**src/rtl/regfile_wb_arbiter.sv**
```systemverilog
// Register-file write-back arbiter: ALU results first, buffered load returns with a starvation guard.
// Optional WB_BYPASS_EN: idle-cycle loads skip the FIFO and write one cycle after arrival.
module regfile_wb_arbiter #(
   parameter int DEPTH        = 4,
   parameter int STARVE_LIMIT = 4
) (
   input  logic                       clk,
   input  logic                       reset,
   input  logic                       alu_valid,
   output logic                       alu_ready,
   input  logic [2:0]                 alu_rd,
   input  logic [15:0]                alu_data,
   input  logic                       mem_valid,
   output logic                       mem_ready,
   input  logic [2:0]                 mem_rd,
   input  logic [15:0]                mem_data,
   output logic                       rf_we,
   output logic [2:0]                 rf_rd,
   output logic [15:0]                rf_wd,
   output logic [7:0]                 busy_mask,
   output logic [$clog2(DEPTH+1)-1:0] fifo_count
);

   localparam int PW = $clog2(DEPTH);
   localparam int CW = $clog2(DEPTH + 1);
   localparam int SW = $clog2(STARVE_LIMIT + 1);

   logic [2:0]    fifo_rd   [DEPTH];
   logic [15:0]   fifo_data [DEPTH];
   logic [PW-1:0] wr_ptr;
   logic [PW-1:0] rd_ptr;
   logic [CW-1:0] count;
   logic [SW-1:0] starve_cnt;

   logic fifo_nonempty;
   logic force_pop;
   logic pop;
   logic push;
   logic bypass;

   assign fifo_nonempty = (count != '0);
   assign force_pop     = (starve_cnt == SW'(STARVE_LIMIT)) && fifo_nonempty;
   assign pop           = force_pop || (!alu_valid && fifo_nonempty);
   assign alu_ready     = !force_pop;
   assign mem_ready     = (count < CW'(DEPTH));
   assign fifo_count    = count;

`ifdef WB_BYPASS_EN
   assign bypass = !fifo_nonempty && !alu_valid && mem_valid;
`else
   assign bypass = 1'b0;
`endif

   assign push = mem_valid && mem_ready && !bypass;

   // Mask is built from registered state only, so a popped entry drops out the cycle after its pop.
   always_comb begin
      busy_mask = '0;
      for (int i = 0; i < DEPTH; i++) begin
         if (CW'(i) < count) busy_mask[fifo_rd[rd_ptr + PW'(i)]] = 1'b1;
      end
   end

   always_ff @(posedge clk) begin
      if (!reset) begin
         wr_ptr     <= '0;
         rd_ptr     <= '0;
         count      <= '0;
         starve_cnt <= '0;
         rf_we      <= 1'b0;
         rf_rd      <= '0;
         rf_wd      <= '0;
      end else begin
         rf_we <= 1'b0;
         if (force_pop) begin
            rf_we      <= 1'b1;
            rf_rd      <= fifo_rd[rd_ptr];
            rf_wd      <= fifo_data[rd_ptr];
            starve_cnt <= '0;
         end else if (alu_valid) begin
            rf_we      <= 1'b1;
            rf_rd      <= alu_rd;
            rf_wd      <= alu_data;
            starve_cnt <= fifo_nonempty ? starve_cnt + SW'(1) : '0;
         end else if (fifo_nonempty) begin
            rf_we      <= 1'b1;
            rf_rd      <= fifo_rd[rd_ptr];
            rf_wd      <= fifo_data[rd_ptr];
            starve_cnt <= '0;
         end else if (bypass) begin
            rf_we <= 1'b1;
            rf_rd <= mem_rd;
            rf_wd <= mem_data;
         end

         if (push) begin
            fifo_rd[wr_ptr]   <= mem_rd;
            fifo_data[wr_ptr] <= mem_data;
            wr_ptr            <= wr_ptr + PW'(1);
         end
         if (pop) rd_ptr <= rd_ptr + PW'(1);

         case ({push, pop})
            2'b10:   count <= count + CW'(1);
            2'b01:   count <= count - CW'(1);
            default: count <= count;
         endcase
      end
   end

endmodule

```
**config.mk**
```make
export PLATFORM = sky130hd
export DESIGN_NAME = regfile_wb_arbiter
export DESIGN_NICKNAME = d
export VERILOG_FILES = /design/src/rtl/regfile_wb_arbiter.sv
export SDC_FILE = /design/constraint.sdc
export NUM_CORES = 1
export LEC_CHECK = 0
export ABC_AREA = 1
export CORE_UTILIZATION = 55
export CTS_BUF_LIST = sky130_fd_sc_hd__clkbuf_8
export CTS_CLUSTER_DIAMETER = 80
export CTS_CLUSTER_SIZE = 25
export DETAILED_ROUTE_END_ITERATION = 6
export DONT_BUFFER_PORTS = 1
export PLACE_DENSITY = 0.71
export SYNTH_ARGS = -nofsm -noshare
export SYNTH_HDL_FRONTEND = slang
export SYNTH_SLANG_ARGS = --single-unit
export TNS_END_PERCENT = 20
```
**constraint.sdc**
```tcl
create_clock -name clk -period 1.88 [get_ports clk]
set_input_delay 0.376 -clock clk [delete_from_list [all_inputs] [get_ports clk]]
set_output_delay 0.376 -clock clk [all_outputs]
set_load 0.01 [all_outputs]
```
After elaboration in Yosys (flattened, before gate mapping)
Memories as Yosys holds them, arrays and structs flattened. A register that Yosys moved wholly into a read port is not among the register bits. Cells that the tools add are included.

Register bits after elaboration: 30. RAM bits: 76. Input bits: 42. Output and inout port bits: 33. Logic and storage cells: 83. Memories: 2.

$add $sub $neg: 7. Order comparisons: 13. Equal/unequal tests: 3. Mux-type cells: 32. Bitwise logic cells: 4. Reduce and logical (&&, ||, !) cells: 15.

Memory list: fifo_data (words 4, width 16, rd ports 1, clocked after memory_dff 1, wr ports 1, line 29) `logic [15:0] fifo_data [DEPTH];`; fifo_rd (words 4, width 3, rd ports 4, clocked after memory_dff 1, wr ports 1, line 28) `logic [2:0] fifo_rd [DEPTH];`.

Operators by type and width (number): $mux 16 (3); $mux 8 (4); $or 8x8->8 (3); $mux 3 (6); $lt 3x4->1 const B (4); $demux 1 s3 (4); $ge 3x1->1 const B (4); $mux 1 (10); $mux 2 (4); $logic_and 1x1->1 (7); $add 3x1->3 const B (2); $lt 1x3->1 const A (2); $lt 2x3->1 const A (2); $pmux 3 s2 (1); $reduce_bool 3->1 (2); $add 2x1->2 const B (2); $add 2x2->2 const B (2); $reduce_bool 2->1 (2); $eq 3x3->1 const B (1); $lt 3x3->1 const B (1); $sub 3x1->3 const B (1); $eq 2x1->1 const B (1); $eq 2x2->1 const B (1); $logic_not 1->1 (2); 3 further kinds (3).

Depth between registers and ports, before layout
Gate-level depths: netlist of the first run. An unclocked memory read counts as a cell.

Word-level depth: 12. Depth in mapped cells: 12. Gate-level depth less buffers: 11.

Worst setup path after synthesis of the first run
No wires, ideal clock.

Path kind: input to register. Start point: in reset. End point: mem fifo_data[0][0], enable pin. Data arrival time: 1528 ps. Setup slack: -43 ps. Stages on the path: 3. Cell sequence: buf_2 > nand3_1 > nor2_1.

Longest elaborated chain between the ends: 2.

RTL lines: start, declared (line 8) `input logic reset,`; $mux 1 (line 65) `if (!reset) begin`; $mux 1 (not written as such) (line 98) `fifo_data[wr_ptr] <= mem_data;`; end, declared (line 29).

Every way passes these cells.

Final worst setup path of the first run
Start point: reg rd_ptr[0]. End point: out busy_mask[0].

Longest elaborated chain between the ends: 12.

RTL lines: start, declared (line 31) `logic [PW-1:0] rd_ptr;`; start signal, assigned (line 101) `if (pop) rd_ptr <= rd_ptr + PW'(1);`; $add 2x1->2 (line 60) `if (CW'(i) < count) busy_mask[fifo_rd[rd_ptr + PW'(i)]] = 1'b1;`; $mem_v2 4x3 *; $lt 3x4->1 (not written as such) / $ge 3x1->1 (equally long branches) (line 60); $logic_and 1x1->1 (not written as such) (line 60); $mux 1 (not written as such) (line 60); $demux 1 s3 (line 60); $or 8x8->8 (no line); $mux 8 (line 60); $or 8x8->8 (no line); $mux 8 (line 60); $or 8x8->8 (no line); $mux 8 * (line 60); end, declared (line 20) `output logic [7:0] busy_mask,`.

Mark *: on every way between the ends. The rest lies on a longest branch, timed or not.

==> flow_metrics.env, run 1 <==
export IMPL_fillCellCount=859
export IMPL_final_cell_mix="nand2_1, nor2_1, edfxtp_1"
export IMPL_r2r_slack_ns=0.16
export IMPL_synth_edf_count=76
export IMPL_finish_utilization_pct=61.8
export IMPL_place_congestion=0.857
export IMPL_path_class="flop to primary output"
export IMPL_hp_start="mem_data[2]"
export IMPL_cap_violations=0
export IMPL_cts_tree="built"
export IMPL_htree_levels=3
export IMPL_synth_top_area_share_pct=41.6
export IMPL_dp_cells=754
export IMPL_power_uw=7660
export IMPL_irDropWorstVdd_v=0.000494
export IMPL_dpl_hpwl_mm=8.10
export IMPL_hold_depth=0
export IMPL_hold_class="input port to flop"
export IMPL_min_period_ns=2.03
export IMPL_grt_pass1_vias=3736
export IMPL_synth_cell_types=32
export IMPL_clk_pin_slew_worst_paths_ns=0.11
export IMPL_cts_buffers=9
export IMPL_synth_area_leaders="edfxtp_1, nand2_1, dfxtp_1"
export IMPL_status="complete, but fails checks"
export IMPL_clock_latency_ns=0.36
export IMPL_rows=36
export IMPL_finalHoldViolCount=0
export IMPL_grt_pass1_wl_mm=18.5
export IMPL_drive_gt1_share_pct=20.9
export IMPL_antenna_left=0
export IMPL_reg2reg_to="fifo_count[2]$_SDFFE_PN0P_"
export IMPL_diodes=0
export IMPL_crit_fanout=20
export IMPL_cts_root_buf="clkbuf_8"
export IMPL_clockBufferDepth=2
export IMPL_r2r_cells=10
export IMPL_yosysTopAreaCell="edfxtp_1"
export IMPL_final_cells=774
export IMPL_gr_total_overflow=0
export IMPL_die_h_um=102
export IMPL_avgViaCountPerCell=5.29
export IMPL_async_flop_share_pct=0
export IMPL_drt_initial_drc_count=212
export IMPL_rsz0062_at_grt="yes"
export IMPL_portBuffers=0
export IMPL_yosysWarningCount=0
export IMPL_drc=0
export IMPL_required_ns=1.50
export IMPL_post_synth_cell_area_avg_um2=8.82
export IMPL_worst_pin_slew_ns=0.357
export IMPL_power_density_nw_per_um2=1270
export IMPL_rr_startpoint="fifo_count[1]$_SDFFE_PN0P_"
export IMPL_clock_skew_ns=0.00685
export IMPL_die_w_um=102
export IMPL_nNetsFinal=688
export IMPL_ys_seq_elements=108
export IMPL_slew_limit_headroom_pct=76.2
export IMPL_syn2layout_area_growth_pct=9.58
export IMPL_final_common_cell="nand2_1"
export IMPL_setup_viol=8
export IMPL_coreArea_um2=9730
export IMPL_grt_max_degree=39
export IMPL_clock_fmax_mhz=491
export IMPL_worstSetupEndpointType="primary output"
export IMPL_cts_hold_buf=0
export IMPL_drt_pass1_iterations=5
export IMPL_die_area_um2=10400
export IMPL_io_pins=75
export IMPL_ys_flop_type="edfxtp_1"
export IMPL_vias=4093
export IMPL_p_leak_uw=0.00252
export IMPL_final_max_slew_viol_count=0
export IMPL_violations="negative setup slack"
export IMPL_finalCritPeriodShare_pct=108
export IMPL_cts_sinks=108
export IMPL_antenna_found_initial=0
export IMPL_holdPathEnd="fifo_data[0][2]$_DFFE_PP_"
export IMPL_syn_nets=674
export IMPL_synthCells=622
export IMPL_grtUsageTotal_pct=23.7
export IMPL_ys_seq_area_share_pct=53.3
export IMPL_initial_core_util_pct=56.4
export IMPL_wl_mm=11.8
export IMPL_arrival_ns=1.66
export IMPL_wl_per_cell_um=15.2
export IMPL_syn_area_um2=5490
export IMPL_startpoint_type="flop"
export IMPL_fin_ws_ns=-0.155
## critical path: stages, from the launching register on
cell	delay [ns]
dfxtp_4	0.46
inv_8	0.10
nand2_1	0.08
nand2_1	0.07
nand2_1	0.09
nand2_2	0.08
nor2_1	0.13
nand2_1	0.07
nand2_1	0.06
inv_1	0.04
nand2_1	0.12
## layout make-up
type | count | area [um^2] | share of cell area, %
Timing Repair Buffer | 27 | 263 | 4.37
Clock inverter | 7 | 66.3 | 1.10
Tap cell | 133 | 166 | 2.77
Sequential cell | 108 | 2940 | 48.8
Multi-Input combinational cell | 450 | 2290 | 38.1
Clock buffer | 9 | 124 | 2.06
Inverter | 40 | 164 | 2.73
## sequential cells by signal (all words and copies together) (netlist names), named ones only
| name | flops |
|---|---|
| fifo_data | 64 |
| rf_wd | 16 |
| fifo_rd | 12 |
| fifo_count | 3 |
| rf_rd | 3 |
| starve_cnt | 3 |
| rd_ptr | 2 |
| wr_ptr | 2 |
| rf_we | 1 |
## layer usage
metal  share of wire, %  vias up  wire length [um]  global-route usage, %
li1                   -     2041                 -                      -
met3                7.4       17               876                   5.40
met4                1.3        0               152                   7.14
met1                 46     1886              5450                   34.1
met2                 45      149              5280                   35.9
met5                  0        -                 0                      0
## worst max-delay path by stage
stage | end | slack (ns) | cells past startpoint | startpoint
2_1_floorplan | fifo_data[0][0]$_DFFE_PP_ | -0.04 | 3 | reset
3_3_place_gp | busy_mask[5] | 0.12 | 10 | rd_ptr[0]$_SDFFE_PN0N_
3_5_place_dp | busy_mask[3] | 0.06 | 9 | rd_ptr[0]$_SDFFE_PN0N_
4_1_cts | busy_mask[5] | -0.16 | 10 | rd_ptr[0]$_SDFFE_PN0N_
5_1_grt | busy_mask[3] | -0.28 | 9 | rd_ptr[0]$_SDFFE_PN0N_
6_report | busy_mask[0] | -0.15 | 10 | rd_ptr[0]$_SDFFE_PN0N_
## logic make-up (layout without fill, tap and decap cells)
| kind of cell | count (synthesis) | in the layout | share of synthesized area, % |
|---|---|---|---|
| buffers and inverters | 64 | 83 | 6.57 |
| and+or+nand+nor | 376 | 376 | 29.4 |
| DFF | 108 | 108 | 53.3 |
| adders and majority gates | 10 | 10 | 2.28 |
| xor gates and xnor gates | 2 | 2 | 0.319 |
| AOI/OAI and AO/OA | 62 | 62 | 8.21 |
## Yosys cell counts (all sizes together) (2+ instances only)
cell    count
nor2      123
buf        21
nand3      33
clkbuf      3
a21oi      12
nand2     204
inv        39
edfxtp     76
xor2        2
o211ai     16
dfxtp      32
o21ai      33
ha         10
or2        16
## stage by stage
step	cell area (um^2)	setup TNS, ns	hold WS, ns	worst slack [ns]
6_report	6010	-1.11	0.0977	-0.155
5_1_grt	6010	-2.11	0.0688	-0.281
4_1_cts	5950	-1.17	0.0819	-0.157
3_5_place_dp	5630	0	0.475	0.0560
3_3_place_gp	5630	0	0.469	0.117
2_1_floorplan	5490	-3.26	0.447	-0.0429
## power by group
group	switching (uW)	total (uW)	internal (uW)
sequential	283	3130	2850
clock	845	1360	516
combinational	2070	3170	1100
## timing repair
action,4_1_cts,5_1_grt
setup endpoints to repair,8,25
gates resized for setup,27,18
pin swaps,7,3
buffers inserted,3,0
cloned,1,0
(Power assumes the default switching activity.)
==> run 2: changes to the inputs <==
--- a/config.mk
+++ b/config.mk
@@ -8,11 +8,12 @@
 export ABC_AREA = 1
 export CORE_UTILIZATION = 55
 export CTS_BUF_LIST = sky130_fd_sc_hd__clkbuf_8
-export CTS_CLUSTER_DIAMETER = 80
+export CTS_CLUSTER_DIAMETER = 50
 export CTS_CLUSTER_SIZE = 25
 export DETAILED_ROUTE_END_ITERATION = 6
 export DONT_BUFFER_PORTS = 1
-export PLACE_DENSITY = 0.71
+export PLACE_DENSITY = 0.68
+export SKIP_CTS_REPAIR_TIMING = 1
 export SYNTH_ARGS = -nofsm -noshare
 export SYNTH_HDL_FRONTEND = slang
 export SYNTH_SLANG_ARGS = --single-unit
==> constraint.sdc (replaced) <==
create_clock -name clk -period 2.2 [get_ports clk]
set_input_delay 0.44 -clock clk [delete_from_list [all_inputs] [get_ports clk]]
set_output_delay 0.44 -clock clk [all_outputs]
set_load 0.01 [all_outputs]
==> run 2 against run 1 <==
The run now ends clean. Combinational power fell by 14%. Cell area barely moved. Sequential cell count stayed put. Count of clock-buffer cells in the layout did not move. Total power fell by 14%.
==> flow_metrics.env, run 2 (synthesis results as in run 1) <==
export IMPL_cts_buffers=9
export IMPL_finalHoldViolCount=0
export IMPL_htree_levels=3
export IMPL_rr_startpoint="fifo_count[0]$_SDFFE_PN0P_"
export IMPL_nNetsFinal=683
export IMPL_cts_root_buf="clkbuf_8"
export IMPL_drt_pass1_iterations=6
export IMPL_syn2layout_area_growth_pct=9.62
export IMPL_hold_depth=0
export IMPL_hp_start="mem_data[4]"
export IMPL_wl_per_cell_um=15.2
export IMPL_drc=0
export IMPL_power_share_clock_pct=17.3
export IMPL_r2r_cells=10
export IMPL_finalCritPeriodShare_pct=97.0
export IMPL_grtUsageTotal_pct=22.4
export IMPL_clock_skew_ns=0.0212
export IMPL_avgViaCountPerCell=5.26
export IMPL_dpl_cell_area_um2=5590
export IMPL_r2r_slack_ns=0.25
export IMPL_status="completed"
export IMPL_irDropWorstVdd_v=0.000584
export IMPL_grt_max_degree=39
export IMPL_clockBufferDepth=2
export IMPL_arrival_ns=1.69
export IMPL_post_place_ws_ns=0.168
export IMPL_regMostFlops="fifo_data"
export IMPL_path_class="flop to primary output"
export IMPL_required_ns=1.76
export IMPL_clock_fmax_mhz=469
export IMPL_portBuffers=0
export IMPL_crit_fanout=9
export IMPL_drive_gt1_share_pct=21.1
export IMPL_cts_tree="built"
export IMPL_cts_sinks=108
export IMPL_startpoint_type="flop"
export IMPL_largest_reg_flops=64
export IMPL_gr_total_overflow=0
export IMPL_worst_pin_slew_ns=0.513
export IMPL_initial_core_util_pct=56.4
export IMPL_io_pins=75
export IMPL_power_density_nw_per_um2=1090
export IMPL_setup_viol=0
export IMPL_antenna_found_initial=0
export IMPL_holdPathEnd="fifo_data[1][4]$_DFFE_PP_"
export IMPL_diodes=0
export IMPL_seqPwrFrac_pct=41.0
export IMPL_coreArea_um2=9730
export IMPL_antenna_left=0
export IMPL_final_cell_mix="nand2_1, nor2_1, edfxtp_1"
export IMPL_worstSetupEndpointType="primary output"
export IMPL_dpl_hpwl_mm=8.19
export IMPL_final_max_slew_viol_count=0
export IMPL_finalInstanceArea_um2=6010
export IMPL_internal_power_uw=3810
export IMPL_clk_pin_slew_worst_paths_ns=0.12
export IMPL_die_w_um=102
export IMPL_grt_pass1_wl_mm=17.5
export IMPL_reg_top3="fifo_data (64), rf_wd (16), fifo_rd (12)"
export IMPL_slew_limit_headroom_pct=65.8
export IMPL_hold_class="input port to flop"
export IMPL_vias=4047
export IMPL_p_leak_uw=0.00252
export IMPL_drt_initial_drc_count=202
export IMPL_fin_ws_ns=0.0664
export IMPL_rows=36
export IMPL_grt_pass1_vias=3563
export IMPL_die_h_um=102
export IMPL_cap_violations=0
export IMPL_critPathLaunch="rd_ptr[0]$_SDFFE_PN0N_"
export IMPL_reg2reg_to="fifo_count[2]$_SDFFE_PN0P_"
export IMPL_place_congestion=0.888
export IMPL_p_sw_uw=2760
export IMPL_die_area_um2=10400
export IMPL_clock_latency_ns=0.38
export IMPL_wl_mm=11.7
export IMPL_swShare_pct=42.0
export IMPL_comb_power_share_pct=41.7
export IMPL_rsz0062_at_grt="yes"
export IMPL_final_common_cell="nand2_1"
export IMPL_min_period_ns=2.13
==> run 2: per-stage QoR <==
step | hold slack [ns] | power (uW) | cells | setup TNS, ns | util [%]
6_report | 0.149 | 6570 | 769 | 0 | 61.8
5_1_grt | 0.132 | 7020 | 769 | -0.0362 | 61.8
4_1_cts | 0.143 | 6270 | 763 | -1.13 | 59.4
3_5_place_dp | 0.481 | 5140 | 747 | 0 | 57.5
3_3_place_gp | 0.465 | 5060 | 747 | 0 | 57.5
2_1_floorplan | 0.447 | 4610 | 622 | 0 | -
==> run 2: area by class of cell <==
| cell class | instances | area [um^2] |
|---|---|---|
| clock buffer | 9 | 124 |
| clock inverter | 7 | 66.3 |
| fill | 869 | 3710 |
| inverter | 40 | 170 |
| multi-input combinational | 450 | 2310 |
| sequential | 108 | 2940 |
| tap | 133 | 166 |
| timing repair buffer | 22 | 240 |
==> run 2: worst max-delay path: stages, from the launching register on <==
cell     delay, ns
dfxtp_4       0.46
buf_6         0.14
nand2_4       0.06
nand2_8       0.10
nand2_2       0.07
nand2_4       0.08
inv_1         0.04
nand2_1       0.07
nor2_1        0.04
nor2_1        0.14
nand2_1       0.12
==> run 2: how the worst max path moves through the flow <==
stage / slack, ns / endpoint
floorplan: 0.21 / fifo_data[0][0]$_DFFE_PP_
global placement: 0.25 / fifo_count[2]$_SDFFE_PN0P_
detailed placement: 0.17 / fifo_count[2]$_SDFFE_PN0P_
CTS: -0.18 / busy_mask[1]
global route: -0.02 / busy_mask[5]
finish: 0.07 / busy_mask[5]
==> run 2: power by group through the flow <==
stage,sequential (uW),combinational (uW),clock (uW)
global route,2730,3060,1230
detailed placement,2700,2440,0
floorplan,2650,1970,0
global placement,2690,2380,0
CTS,2650,2450,1170
finish,2690,2740,1140
==> run 2: metal layers <==
metal	routed length, um	vias to the layer above	part of all wire (%)	track usage [%]
met5	0	-	0	0
met4	110	0	0.94	6.04
met3	969	13	8.3	5.20
met2	5280	152	45	34.6
met1	5350	1854	46	32.1
li1	-	2028	-	-
